--- config.mk ---
export PLATFORM = sky130hd
export DESIGN_NAME = histo_th_engine
export DESIGN_NICKNAME = d
export VERILOG_FILES = /design/src/rtl/histo_th_engine.sv
export SDC_FILE = /design/constraint.sdc
export NUM_CORES = 2
export LEC_CHECK = 0
export CORE_MARGIN = 4
export CORE_UTILIZATION = 40
export CTS_CLUSTER_SIZE = 14
export DETAILED_ROUTE_END_ITERATION = 16
export PLACE_DENSITY = 0.51
export SLEW_MARGIN = 20
export SYNTH_ARGS = -nofsm -noshare
export SYNTH_HDL_FRONTEND = slang
export SYNTH_SLANG_ARGS = --single-unit
--- constraint.sdc ---
create_clock -name clk -period 18.6 [get_ports clk]
set_input_delay 2.79 -clock clk [delete_from_list [all_inputs] [get_ports clk]]
set_output_delay 2.79 -clock clk [all_outputs]
set_load 0.02 [all_outputs]
--- src/rtl/histo_th_engine.sv ---
// Frame-based depth histogram and threshold engine.
// Accumulates width*height depth samples into 2**P_BIN_BIT bins, then walks
// the bins once (one bin per cycle) to place up to P_TH_NUM thresholds, either
// at equal-count quantiles (mode 0) or at equal-range bin boundaries (mode 1).
module histo_th_engine #(
    parameter int P_DEPTH_BIT  = 8,
    parameter int P_BIN_BIT    = 4,
    parameter int P_TH_NUM     = 4,
    parameter int P_WIDTH_BIT  = 10,
    parameter int P_HEIGHT_BIT = 10
) (
    input  logic                            clk,
    input  logic                            rst,
    input  logic [P_WIDTH_BIT-1:0]          width,
    input  logic [P_HEIGHT_BIT-1:0]         height,
    input  logic [$clog2(P_TH_NUM+1)-1:0]   th_num,
    input  logic                            mode,
    input  logic                            frame_start,
    input  logic                            xds_in_valid,
    output logic                            xds_in_ready,
    input  logic [P_DEPTH_BIT-1:0]          depth,
    output logic                            xds_out_valid,
    input  logic                            xds_out_ready,
    output logic [P_TH_NUM*P_DEPTH_BIT-1:0] histo_th,
    output logic                            frame_finish,
    output logic                            busy
);

    localparam int HISTO_SIZE = 1 << P_BIN_BIT;
    localparam int SHIFT      = P_DEPTH_BIT - P_BIN_BIT;
    localparam int N_W        = P_WIDTH_BIT + P_HEIGHT_BIT;
    localparam int TN_W       = $clog2(P_TH_NUM + 1);
    localparam int TOP_W      = P_DEPTH_BIT + 1;
    // Wide enough for cum*(th_num+1), k*N, (b+1)*(th_num+1) and k*HISTO_SIZE.
    localparam int CMP_BASE   = (N_W > P_BIN_BIT + 1) ? N_W : P_BIN_BIT + 1;
    localparam int CMP_W      = CMP_BASE + TN_W + 1;

    typedef enum logic [1:0] {
        S_IDLE,
        S_ACCUM,
        S_SCAN,
        S_OUT
    } state_t;

    state_t state_q, state_d;

    // Frame configuration latched at frame_start.
    logic [N_W-1:0]  n_q;
    logic [TN_W-1:0] th_num_q;
    logic            mode_q;

    // Accumulation.
    logic [N_W-1:0]       count_q;
    logic [N_W-1:0]       bins_q [HISTO_SIZE];
    logic [N_W-1:0]       n_new;
    logic [TN_W-1:0]      th_num_clamp;
    logic [TN_W-1:0]      th_num_eff;
    logic [P_BIN_BIT-1:0] in_bin;
    logic                 in_hs;

    // Scan.
    logic [P_BIN_BIT-1:0]                    idx_q;
    logic [N_W-1:0]                          cum_q, cum_d;
    logic [P_TH_NUM-1:0]                     done_q;
    logic [P_TH_NUM-1:0][P_DEPTH_BIT-1:0]    th_q;
    logic [P_TH_NUM-1:0]                     hit;
    logic [CMP_W-1:0]                        tn_plus1, lhs_cnt, lhs_rng;
    logic [P_DEPTH_BIT-1:0]                  bin_top;
    logic                                    last_bin;
    logic                                    scan_enter;

    logic frame_finish_q;

    assign n_new        = N_W'(width) * N_W'(height);
    assign in_bin       = P_BIN_BIT'(depth >> SHIFT);
    assign xds_in_ready = (state_q == S_ACCUM) && (count_q != n_q);
    assign in_hs        = xds_in_ready && xds_in_valid;
    assign th_num_eff   = (state_q == S_IDLE) ? th_num_clamp : th_num_q;
    assign scan_enter   = (state_q != S_SCAN) && (state_d == S_SCAN);

    assign xds_out_valid = (state_q == S_OUT);
    assign histo_th      = th_q;
    assign frame_finish  = frame_finish_q;
    assign busy          = (state_q != S_IDLE);

    // Requested threshold count: 0 means one threshold, excess is clamped.
    always_comb begin
        // NOTE: every always_comb output gets a default first so no path can infer a latch.
        th_num_clamp = th_num;
        if (th_num == '0) begin
            th_num_clamp = TN_W'(1);
        end else if (th_num > TN_W'(P_TH_NUM)) begin
            th_num_clamp = TN_W'(P_TH_NUM);
        end
    end

    // Next-state logic.
    always_comb begin
        state_d = state_q;
        unique case (state_q)
            S_IDLE:  if (frame_start) state_d = (n_new == '0) ? S_SCAN : S_ACCUM;
            S_ACCUM: if (count_q == n_q) state_d = S_SCAN;
            S_SCAN:  if (last_bin) state_d = S_OUT;
            S_OUT:   if (xds_out_ready) state_d = S_IDLE;
            default: state_d = S_IDLE;
        endcase
    end

    // State register.
    always_ff @(posedge clk or posedge rst) begin
        // NOTE: sequential state uses non-blocking assignments only, so every flop samples pre-edge values.
        if (rst) state_q <= S_IDLE;
        else     state_q <= state_d;
    end

    // Configuration latch, sample counter and histogram bins.
    always_ff @(posedge clk or posedge rst) begin
        if (rst) begin
            n_q      <= '0;
            th_num_q <= '0;
            mode_q   <= 1'b0;
            count_q  <= '0;
            // NOTE: the bins are flops, not a RAM, so clearing them on reset and per frame is legal.
            for (int b = 0; b < HISTO_SIZE; b++) bins_q[b] <= '0;
        end else if (state_q == S_IDLE && frame_start) begin
            n_q      <= n_new;
            th_num_q <= th_num_clamp;
            mode_q   <= mode;
            count_q  <= '0;
            for (int b = 0; b < HISTO_SIZE; b++) bins_q[b] <= '0;
        end else if (in_hs) begin
            count_q        <= count_q + N_W'(1);
            bins_q[in_bin] <= bins_q[in_bin] + N_W'(1);
        end
    end

    // Threshold tests for the bin currently being visited.
    always_comb begin
        cum_d    = cum_q + bins_q[idx_q];
        last_bin = (idx_q == P_BIN_BIT'(HISTO_SIZE - 1));
        tn_plus1 = CMP_W'(th_num_q) + CMP_W'(1);
        lhs_cnt  = CMP_W'(cum_d) * tn_plus1;
        lhs_rng  = (CMP_W'(idx_q) + CMP_W'(1)) * tn_plus1;
        // Top depth value covered by this bin: ((b+1) << S) - 1.
        bin_top  = P_DEPTH_BIT'(((TOP_W'(idx_q) + TOP_W'(1)) << SHIFT) - TOP_W'(1));
        hit      = '0;
        for (int k = 0; k < P_TH_NUM; k++) begin
            if (mode_q) hit[k] = lhs_rng >= (CMP_W'(k + 1) << P_BIN_BIT);
            else        hit[k] = lhs_cnt >= CMP_W'(k + 1) * CMP_W'(n_q);
        end
    end

    // Scan walk: slots are armed on scan entry and each claims the first bin that satisfies it.
    always_ff @(posedge clk or posedge rst) begin
        if (rst) begin
            idx_q  <= '0;
            cum_q  <= '0;
            done_q <= '0;
            th_q   <= '0;
        end else if (scan_enter) begin
            idx_q <= '0;
            cum_q <= '0;
            for (int k = 0; k < P_TH_NUM; k++) begin
                if (TN_W'(k) < th_num_eff) begin
                    done_q[k] <= 1'b0;
                    th_q[k]   <= '0;
                end else begin
                    done_q[k] <= 1'b1;
                    th_q[k]   <= '1;
                end
            end
        end else if (state_q == S_SCAN) begin
            idx_q <= idx_q + P_BIN_BIT'(1);
            cum_q <= cum_d;
            for (int k = 0; k < P_TH_NUM; k++) begin
                if (!done_q[k]) begin
                    if (hit[k]) begin
                        th_q[k]   <= bin_top;
                        done_q[k] <= 1'b1;
                    end else if (last_bin) begin
                        th_q[k]   <= '1;
                        done_q[k] <= 1'b1;
                    end
                end
            end
        end
    end

    // One-cycle frame_finish pulse following the output handshake.
    always_ff @(posedge clk or posedge rst) begin
        if (rst) frame_finish_q <= 1'b0;
        else     frame_finish_q <= (state_q == S_OUT) && xds_out_ready;
    end

endmodule
==> impl_metrics.yaml <==
clock_tree:
  clk_pin_slew_ns: 0.06
  cts_tree: "yes"
  cts_hold_buffers: 0
  cts_max_level: 2
  cts_root_buf: "clkbuf_16"
  clk_latency_ns: 0.61
  cts_resized: 0
  clockBufferDepth: 3
  cts_buffers: 48
  cts.sinks: 415
  postCtsSetupBuffers: 0
job:
  drv_cap: 0
timing:
  period_share_pct: 58.0
  worstMarginPinSlew_ns: 1.16
  grt_setup_unrepaired: "false"
  setup_tns_ns: 0
  timing.fmax_mhz: 92.7
  hold_viol: 0
  slew-limit-headroom_pct: 22.5
  layout_min_cycle_time_ns: 10.79
  fin_hold_ws_ns: 0.492
  setup_viol: 0
  fin_skew_ns: 0.0332
  drv_slew: 0
logic_synthesis:
  synth_area_leader_cell: "dfrtp_1"
  netlist_area_mm2: 0.0316
  synth_top_flop_cell: "dfrtp_1"
  syn_inst: 3263
  syn_avg_cell_area_um2: 9.68
  async_flop_share_pct: 100
  synth_top_area_share_pct: 32.9
  ys_types: 80
  synthTopCellsByArea: "dfrtp_1, mux4_2, ha_1"
  syn_nets: 3627
  yosysWarnings: 0
  synth_edf_count: 0
  yosysSeqAreaShare_pct: 32.9
  ys_ff_latch: 415
layout:
  finalNonFillerCells: 4253
  final_area_mm2: 0.0345
  antennaDiodeCount: 0
  layout-drive-gt1-share_pct: 10.5
  nets: 3538
  syn_to_final_growth_pct: 9.08
global_route:
  grt_pass1_wl_mm: 148
  grtUsageTotal_pct: 22.5
  grt_pass1_vias: 24990
  grt_max_degree: 227
  grt-ovfl-total: 0
  antenna_found_initial: 2
floorplan:
  io-pin-count: 73
  die_area_mm2: 0.0835
  dieHeight_um: 289
  core_mm2: 0.0778
  num_rows: 102
  die_x_um: 289
  initial_core_util_pct: 40.6
placement:
  dp_hpwl_mm: 60.9
  placed_area_mm2: 0.0328
  gp_congestion: 0.854
  placed_cells: 4164
  io_buffers: 68
routing:
  drtAntennaViolNets: 0
  drcViolationCount: 0
  viasPerCell: 5.84
  first_pass_iters: 5
  wl_per_cell_um: 22.0
  drt-initial-drc-count: 1920
  wl_mm: 93.4
  vias: 24843
hold_path:
  whs_path_depth: 1
  min_path_type: "reg2reg"
  min_from: "histo_th[21]"
critical_path:
  cp.required_ns: 19.09
  rr_worst_depth: 35
  crit_type: "reg2reg"
  cp.arrival_ns: 11.27
  cp-start-kind: "flip-flop"
  crit_start: "idx_q[0]"
  path_max_fanout: 46
  cpPeakStageDelay_ns: 0.96
  slowest_stage: "dfrtp_4"
  end_kind: "flip-flop"
  worstReg2RegStart: "idx_q[0]"
outcome:
  status: "finished clean"
[cell type report]
type / instances / area (µm²)
fill: 7452 / 43400
timing repair buffer: 97 / 915
inverter: 214 / 811
multi-input combinational: 2398 / 19500
tap: 1040 / 1300
clock buffer: 74 / 1390
sequential: 415 / 10400
clock inverter: 15 / 171
[critical path, delay by kind of cell, from the launching register on]
family | cells | cell delay [ns]
AND/OR/NAND/NOR | 8 | 1.24
flip-flops | 1 | 0.96
buffers and inverters | 5 | 1.88
adder cells (fa/ha/maj) | 5 | 2.20
AO/OA/AOI/OAI | 14 | 3.30
XOR/XNOR | 2 | 0.56
multiplexers | 1 | 0.41
[metal layers]
metal	up-vias	GRT usage [%]	part of all wire, %
met4	2	5.19	2.2
met2	634	37.3	47
met3	137	2.67	5.2
met1	12555	31.9	46
met5	-	0	0.014
li1	11515	-	-
[registers in the layout, summed over array words and instances (netlist names)]
signal / cells
frame_finish: 1
idx_q: 4
count_q: 20
mode_q: 1
n_q: 20
cum_q: 20
state_q: 2
histo_th: 20
bins_q: 320
done_q: 4
th_num_q: 3
[path summary, 6_finish.rpt]
path / endpoint / slack [ns]
max in group asynchronous: bins_q[285] / 13.80
min: histo_th[21] / 0.49
max: histo_th[4] / 7.81
min in group asynchronous: count_q[8] / 2.83
max reg2reg: histo_th[4] / 7.81
min reg2reg: histo_th[21] / 0.49
[metrics by stage]
stage               utilization (%)  setup WS (ns)
floorplan                         -           4.26
global placement               42.2           7.89
detailed placement             42.2           7.86
CTS                            44.2           7.79
global route                   44.3           7.05
finish                         44.3           7.81
[Yosys cell counts, types with 12 or more instances]
master    number
a211oi_1      16
a21o_1        36
a21oi_1      109
a221oi_1      31
a22oi_1       21
a31oi_1       12
and2_1        59
and3_1        25
buf_1         21
buf_4         23
clkbuf_1     176
dfrtp_1      415
fa_1         106
ha_1         221
inv_1        214
mux2_2        17
mux2i_1       86
mux4_2       139
nand2_1      191
nand2b_1      15
nand3_1      361
nand4_1       19
nor2_1       142
nor2b_1       22
nor3_1        21
o21a_1        14
o21ai_0      399
o21ai_1       32
o21bai_1      16
or2_2         32
or3_1         14
xnor2_1       64
xor2_1        61
[logic make-up (layout without fill, tap and decap cells)]
logic type      Yosys count  in the layout  share of synthesized area (%)
flops                   415            415                           32.9
compound gates          760            760                           14.2
mux                     242            242                           13.2
simple gates            938            938                           14.6
xor+xnor                131            131                           3.85
fa+ha+maj               327            327                           15.5
buf+inv                 450            400                           5.76
[layout by cell type, fill, tap and decap left out, drive strengths merged, types with 14 or more instances in the layout]
master,n
o21ai,432
dfrtp,415
nand3,361
ha,221
inv,214
nand2,191
nor2,145
mux4,139
a21oi,109
fa,106
mux2i,86
clkbuf,74
xnor2,69
clkdlybuf4s50,64
xor2,62
and2,60
a21o,36
buf,33
or2,32
a221oi,31
and3,25
nor3,23
nor2b,22
a22oi,21
nand4,19
mux2,17
a211oi,17
o21bai,16
nand2b,15
o21a,14
or3,14
Power is left out: the tool's default activity adds up to more than one toggle a clock period on the data nets, which glitch-free logic cannot reach.
